## config.mk

```make
export PLATFORM = sky130hd
export DESIGN_NAME = if_stage
export DESIGN_NICKNAME = d
export VERILOG_FILES = /design/src/rtl/if_stage_pkg.sv /design/src/rtl/if_skid_buffer.sv /design/src/rtl/if_stage.sv
export SDC_FILE = /design/constraint.sdc
export NUM_CORES = 1
export LEC_CHECK = 0
export CAP_MARGIN = 10
export CORE_MARGIN = 10
export CORE_UTILIZATION = 53
export DETAILED_ROUTE_END_ITERATION = 7
export GPL_TIMING_DRIVEN = 0
export PLACE_DENSITY = 0.84
export SKIP_LAST_GASP = 1
export SLEW_MARGIN = 20
export SYNTH_ARGS = -nofsm -noshare
export SYNTH_HDL_FRONTEND = slang
export SYNTH_SLANG_ARGS = --single-unit
```

## constraint.sdc

```tcl
create_clock -name clk -period 13 [get_ports clk]
set_clock_uncertainty 0.1 [all_clocks]
set_input_delay 3.25 -clock clk [delete_from_list [all_inputs] [get_ports clk]]
set_output_delay 3.25 -clock clk [all_outputs]
set_load 0.005 [all_outputs]
```

## src/rtl/if_stage_pkg.sv

```systemverilog
// Shared fetch-stage definitions: bubble encoding, reset PC default, fetch FSM
// state encodings and the instruction/PC packet carried by the skid buffer.
package if_stage_pkg;

    localparam logic [31:0] NOP_INSTR    = 32'h0000_0013;
    localparam logic [31:0] RESET_PC_DEF = 32'h0000_0000;

    localparam logic [1:0] S_REQ  = 2'd0;
    localparam logic [1:0] S_WAIT = 2'd1;
    localparam logic [1:0] S_DROP = 2'd2;

    typedef struct packed {
        logic [31:0] instr;
        logic [31:0] pc;
    } fetch_pkt_t;

    // Redirect targets are forced onto a word boundary; there is no misalignment trap.
    function automatic logic [31:0] align_word(input logic [31:0] addr);
        return addr & 32'hFFFF_FFFC;
    endfunction

endpackage

```

## src/rtl/if_skid_buffer.sv

```systemverilog
// One-entry instruction/PC holding buffer used while decode stalls the IF/ID register.
module if_skid_buffer
    import if_stage_pkg::*;
(
    input  logic       clk,
    input  logic       rst_n,
    input  logic       i_load,
    input  logic       i_clear,
    input  fetch_pkt_t i_pkt,
    output logic       o_valid,
    output fetch_pkt_t o_pkt
);

    logic       r_valid;
    fetch_pkt_t r_pkt;

    // Clear wins: a drain or a redirect empties the entry in the same cycle.
    always_ff @(posedge clk) begin
        if (!rst_n) begin
            r_valid <= 1'b0;
        end else if (i_clear) begin
            r_valid <= 1'b0;
        end else if (i_load) begin
            r_valid <= 1'b1;
        end
    end

    always_ff @(posedge clk) begin
        if (i_load) begin
            r_pkt <= i_pkt;
        end
    end

    assign o_valid = r_valid;
    assign o_pkt   = r_pkt;

endmodule

```

## src/rtl/if_stage.sv

```systemverilog
// Instruction-fetch stage with IF/ID pipeline register: one outstanding imem
// request, decode-resolved redirects, and a skid buffer for decode stalls.
module if_stage
    import if_stage_pkg::*;
#(
    parameter logic [31:0] RESET_PC = RESET_PC_DEF,
    parameter logic [31:0] NOP      = NOP_INSTR
) (
    input  logic        clk,
    input  logic        rst_n,
    input  logic        IFWrite,
    input  logic        Branch,
    input  logic        Jump,
    input  logic [31:0] JumpAddr,
    output logic        imem_req,
    output logic [31:0] imem_addr,
    input  logic        imem_rvalid,
    input  logic [31:0] imem_rdata,
    output logic [31:0] Instruction_id,
    output logic [31:0] PC_id,
    output logic        valid_id
);

    logic [31:0] r_pc;
    logic [31:0] r_req_pc;
    logic [1:0]  r_state;
    logic [1:0]  w_state_nxt;
    logic [31:0] r_instr_id;
    logic [31:0] r_pc_id;
    logic        r_valid_id;

    logic        w_redirect;
    logic        w_accept;
    logic        w_buf_valid;
    fetch_pkt_t  w_buf_pkt;
    fetch_pkt_t  w_rsp_pkt;

    // A redirect only counts when decode holds a real instruction and is advancing.
    assign w_redirect = (Branch | Jump) & IFWrite & r_valid_id;
    assign w_accept   = (r_state == S_WAIT) & imem_rvalid & ~w_redirect;
    assign imem_req   = ~w_redirect & ~w_buf_valid &
                        ((r_state == S_REQ) | ((r_state == S_WAIT) & imem_rvalid & IFWrite));
    assign imem_addr  = r_pc;

    assign w_rsp_pkt.instr = imem_rdata;
    assign w_rsp_pkt.pc    = r_req_pc;

    if_skid_buffer u_skid (
        .clk     (clk),
        .rst_n   (rst_n),
        .i_load  (w_accept & ~IFWrite),
        .i_clear (IFWrite),
        .i_pkt   (w_rsp_pkt),
        .o_valid (w_buf_valid),
        .o_pkt   (w_buf_pkt)
    );

    always_comb begin
        w_state_nxt = r_state;
        case (r_state)
            S_REQ: begin
                if (imem_req) w_state_nxt = S_WAIT;
            end
            S_WAIT: begin
                if (imem_rvalid) begin
                    w_state_nxt = imem_req ? S_WAIT : S_REQ;
                end else if (w_redirect) begin
                    w_state_nxt = S_DROP;
                end
            end
            S_DROP: begin
                if (imem_rvalid) w_state_nxt = S_REQ;
            end
            default: w_state_nxt = S_REQ;
        endcase
    end

    always_ff @(posedge clk) begin
        if (!rst_n) begin
            r_state <= S_REQ;
            r_pc    <= RESET_PC;
        end else begin
            r_state <= w_state_nxt;
            if (w_redirect) begin
                r_pc <= align_word(JumpAddr);
            end else if (imem_req) begin
                r_pc <= r_pc + 32'd4;
            end
        end
    end

    // The issue address travels with the request so the response carries its own PC.
    always_ff @(posedge clk) begin
        if (imem_req) begin
            r_req_pc <= r_pc;
        end
    end

    always_ff @(posedge clk) begin
        if (!rst_n) begin
            r_instr_id <= NOP;
            r_pc_id    <= 32'd0;
            r_valid_id <= 1'b0;
        end else if (IFWrite) begin
            if (w_redirect) begin
                r_instr_id <= NOP;
                r_valid_id <= 1'b0;
            end else if (w_buf_valid) begin
                r_instr_id <= w_buf_pkt.instr;
                r_pc_id    <= w_buf_pkt.pc;
                r_valid_id <= 1'b1;
            end else if (w_accept) begin
                r_instr_id <= imem_rdata;
                r_pc_id    <= r_req_pc;
                r_valid_id <= 1'b1;
            end else begin
                r_instr_id <= NOP;
                r_valid_id <= 1'b0;
            end
        end
    end

    assign Instruction_id = r_instr_id;
    assign PC_id          = r_pc_id;
    assign valid_id       = r_valid_id;

    a_no_rvalid_in_req: assert property (@(posedge clk) disable iff (!rst_n)
        !((r_state == S_REQ) && imem_rvalid));

endmodule
```

==> key figures <==
Global routing
  – Gr usage total: 19.3%
  – Grt total ovfl: 0
  – First-pass GRT wire length: 28,100 um
  – Vias in the first global route: 5,371
  – Largest net degree at the start of global routing: 32
  – Initial antenna violation count: 0

Clocking
  – CTS Buffer Depth: 2
  – CTS clk-pin slew, worst paths: 60 ps
  – Clock latency on the worst-skew pair: 430 ps
  – Clock Sinks: 188
  – CTS resizes: 0
  – CTS tree: yes
  – Setup bufs post-CTS: 0
  – H-tree levels: 4
  – Root buffer cell: clkbuf_16
  – CTS buffer count: 17
  – Cts hold-fix bufs: 0

Detailed routing
  – Vias: 5,331
  – Post-route DRC: 0
  – Final wirelength: 17,800 um
  – Routed Antenna Nets: 0
  – Pre-antenna DRT Iters: 5
  – Initial DRC count: 340
  – Wire per inst: 18.5 um
  – Vias/cell: 5.53

Synthesis
  – Post-Syn Area: 0.00710 sq mm
  – Async S/R FF share, synth: 0%
  – Synth Instances: 590
  – Seq cells post-synth: 188
  – Largest area contributor in the netlist: edfxtp_1
  – Top cell type's share of synthesized area: 38.9%
  – Ys Warns: 0
  – Post-synthesis cell type count: 43
  – Count leader, synth: dfxtp_1
  – EDFF count, synth: 92
  – Sequential share of the synthesized area: 66.0%
  – Post-synthesis area per instance: 12.0 sq um
  – Ranking of synthesized cells by area: edfxtp_1 (39%), dfxtp_1 (27%), mux2i_1 (4.8%), o21ai_0 (4.3%), a211oi_1 (3.5%)
  – Synth Flop Type: dfxtp_1
  – Synth cell count leaders: dfxtp_1 (96), edfxtp_1 (92), o21ai_0 (61), nor2_1 (45), nand2_1 (39)

Placed design
  – Final Wtd Congestion: 0.885
  – Dpl hpwl: 13,300 um
  – DP Worst Slack: 3510 ps
  – I/O Buffers: 161

Timing
  – Worst-Margin Slew: 794 ps
  – Max Slew Vio Count: 0
  – TNS Setup: 0 ps
  – Final Hold Violating Endpoints: 0
  – Max Freq: 105 MHz
  – Period utilization: 73.0%
  – Final setup violating endpoints: 0
  – Slew Limit Headroom: 46.9%
  – RSZ-0062 raised after global routing: false
  – Min cycle time layout: 9490 ps
  – Final worst slack: 3510 ps

Floorplanning
  – Row count: 42
  – Die Y-Extent: 136 um
  – Die area: 0.0184 sq mm
  – I/O pins: 168
  – Die X: 136 um
  – Initial Util: 53.8%
  – Core area: 0.0132 sq mm

Cells and area
  – Fin nets: 846
  – Final core utilization: 72.5%
  – Layout fillers: 919
  – FF+latch area: 0.00468 sq mm
  – N_diodes: 0
  – Layout cells sized above 1: 5.46%
  – P&R area growth vs syn: 34.6%
  – Multi-input gate area: 0.00225 sq mm

Status
  – Status: finished, final reports clean

Setup path
  – Max FO, Critical Path: 31
  – Critical path cell sequence: clkdlybuf4s50_1 -> o21ai_0 -> or2_1 -> buf_2 -> clkbuf_1 -> and2_2 -> clkdlybuf4s50_1
  – CP Capture Type: output pin
  – Worst path slowest cell: and2_2
  – Crit path DAT: 6140 ps
  – Critical Path Start Type: input port
  – Crit-path max cell delay: 690 ps
  – CP delay by family, top: buffers and inverters
  – CP bufs+invs: 4
  – CP most frequent cell: clkdlybuf4s50_1
  – Crit path required time: 9650 ps
  – Critical path type: input port to output pin

Pwr
  – Power per cell area: 135 mW/mm^2
  – Leakage: 0.00314 uW
  – Peak VDD IR: 0.0949 mV

Flow run
  – Max-cap check violation count: 0

Hold path
  – Hold Path Class: flop to flop
==> report_power, final <==
part / switching, uW / internal [uW]
Sequential: 20.0 / 658
Combinational: 56.4 / 63.4
Clock: 212 / 280
==> flip-flops by register name, indices dropped and copies added, names as in the netlist <==
signal and count:
u_skid.o_pkt 62, valid_id 1, Instruction_id 32, r_state 2, imem_addr 30, r_req_pc 30, u_skid.o_valid 1, PC_id 30
==> logic make-up after synthesis <==
logic type	after synthesis	synth area share, %
xor+xnor	25	3.08
flops	188	66.0
mux	34	4.79
compound gates	157	13.5
fa+ha+maj	1	0.176
buf+inv	43	2.61
other cells	1	0.0528
simple gates	141	9.85
==> cell usage in the layout (no fill, tap or decap), types with 2 or more instances in the layout <==
| master | instances |
|---|---|
| xnor2_1 | 8 |
| nor2_1 | 44 |
| o21ai_0 | 61 |
| mux2i_1 | 34 |
| nand3_1 | 13 |
| or2_1 | 2 |
| clkinv_1 | 2 |
| nor2b_1 | 2 |
| buf_1 | 2 |
| a22oi_1 | 29 |
| and3_1 | 5 |
| nand2_1 | 39 |
| clkbuf_1 | 34 |
| bufinv_16 | 2 |
| nor3b_1 | 2 |
| a211oi_1 | 33 |
| and4_1 | 5 |
| a21oi_1 | 26 |
| or3_1 | 3 |
| buf_4 | 4 |
| xor2_1 | 17 |
| nor4_1 | 4 |
| nor3_1 | 2 |
| nand4_1 | 10 |
| dfxtp_1 | 96 |
| clkbuf_16 | 17 |
| conb_1 | 4 |
| clkdlybuf4s50_1 | 161 |
| edfxtp_1 | 92 |
| a31oi_1 | 4 |
| clkinv_2 | 7 |
==> through the flow <==
step / cells / hold slack (ps) / total power (uW) / area (sq um)
final: 964 / 351 / 1290 / 9560
after global routing: 964 / 366 / 1340 / 9560
after CTS: 964 / 354 / 1300 / 9560
after detailed placement: 932 / 341 / 811 / 9000
after global placement: 930 / 332 / 804 / 8940
after floorplan: 593 / 326 / 738 / 7110
==> routing by layer <==
metal	GRT usage, %	up-vias	share of wire, %
li1	-	2563	-
met1	23.6	2500	41
met2	30.6	244	47
met3	7.34	24	11
met4	6.70	0	1.5
met5	0	-	0
==> final timing paths <==
kind                     from         endpoint  slack (ps)  depth (start not counted)
hold reg to reg   r_req_pc[7]  u_skid.o_pkt[7]         350                          0
setup / recovery         Jump         imem_req        3510                          7
hold / removal    r_req_pc[7]  u_skid.o_pkt[7]         350                          0
setup reg to reg     valid_id        PC_id[11]       10490                          7
==> layout make-up <==
type	instances	area share, %
inverters	2	0.0785
plain buffers	41	1.86
multi-input cells	362	23.6
repair buffers	163	17.4
clock inverters	14	1.34
clock buffers	18	4.49
well taps	176	2.30
flip-flops and latches	188	49.0
(Power assumes the default switching activity.)
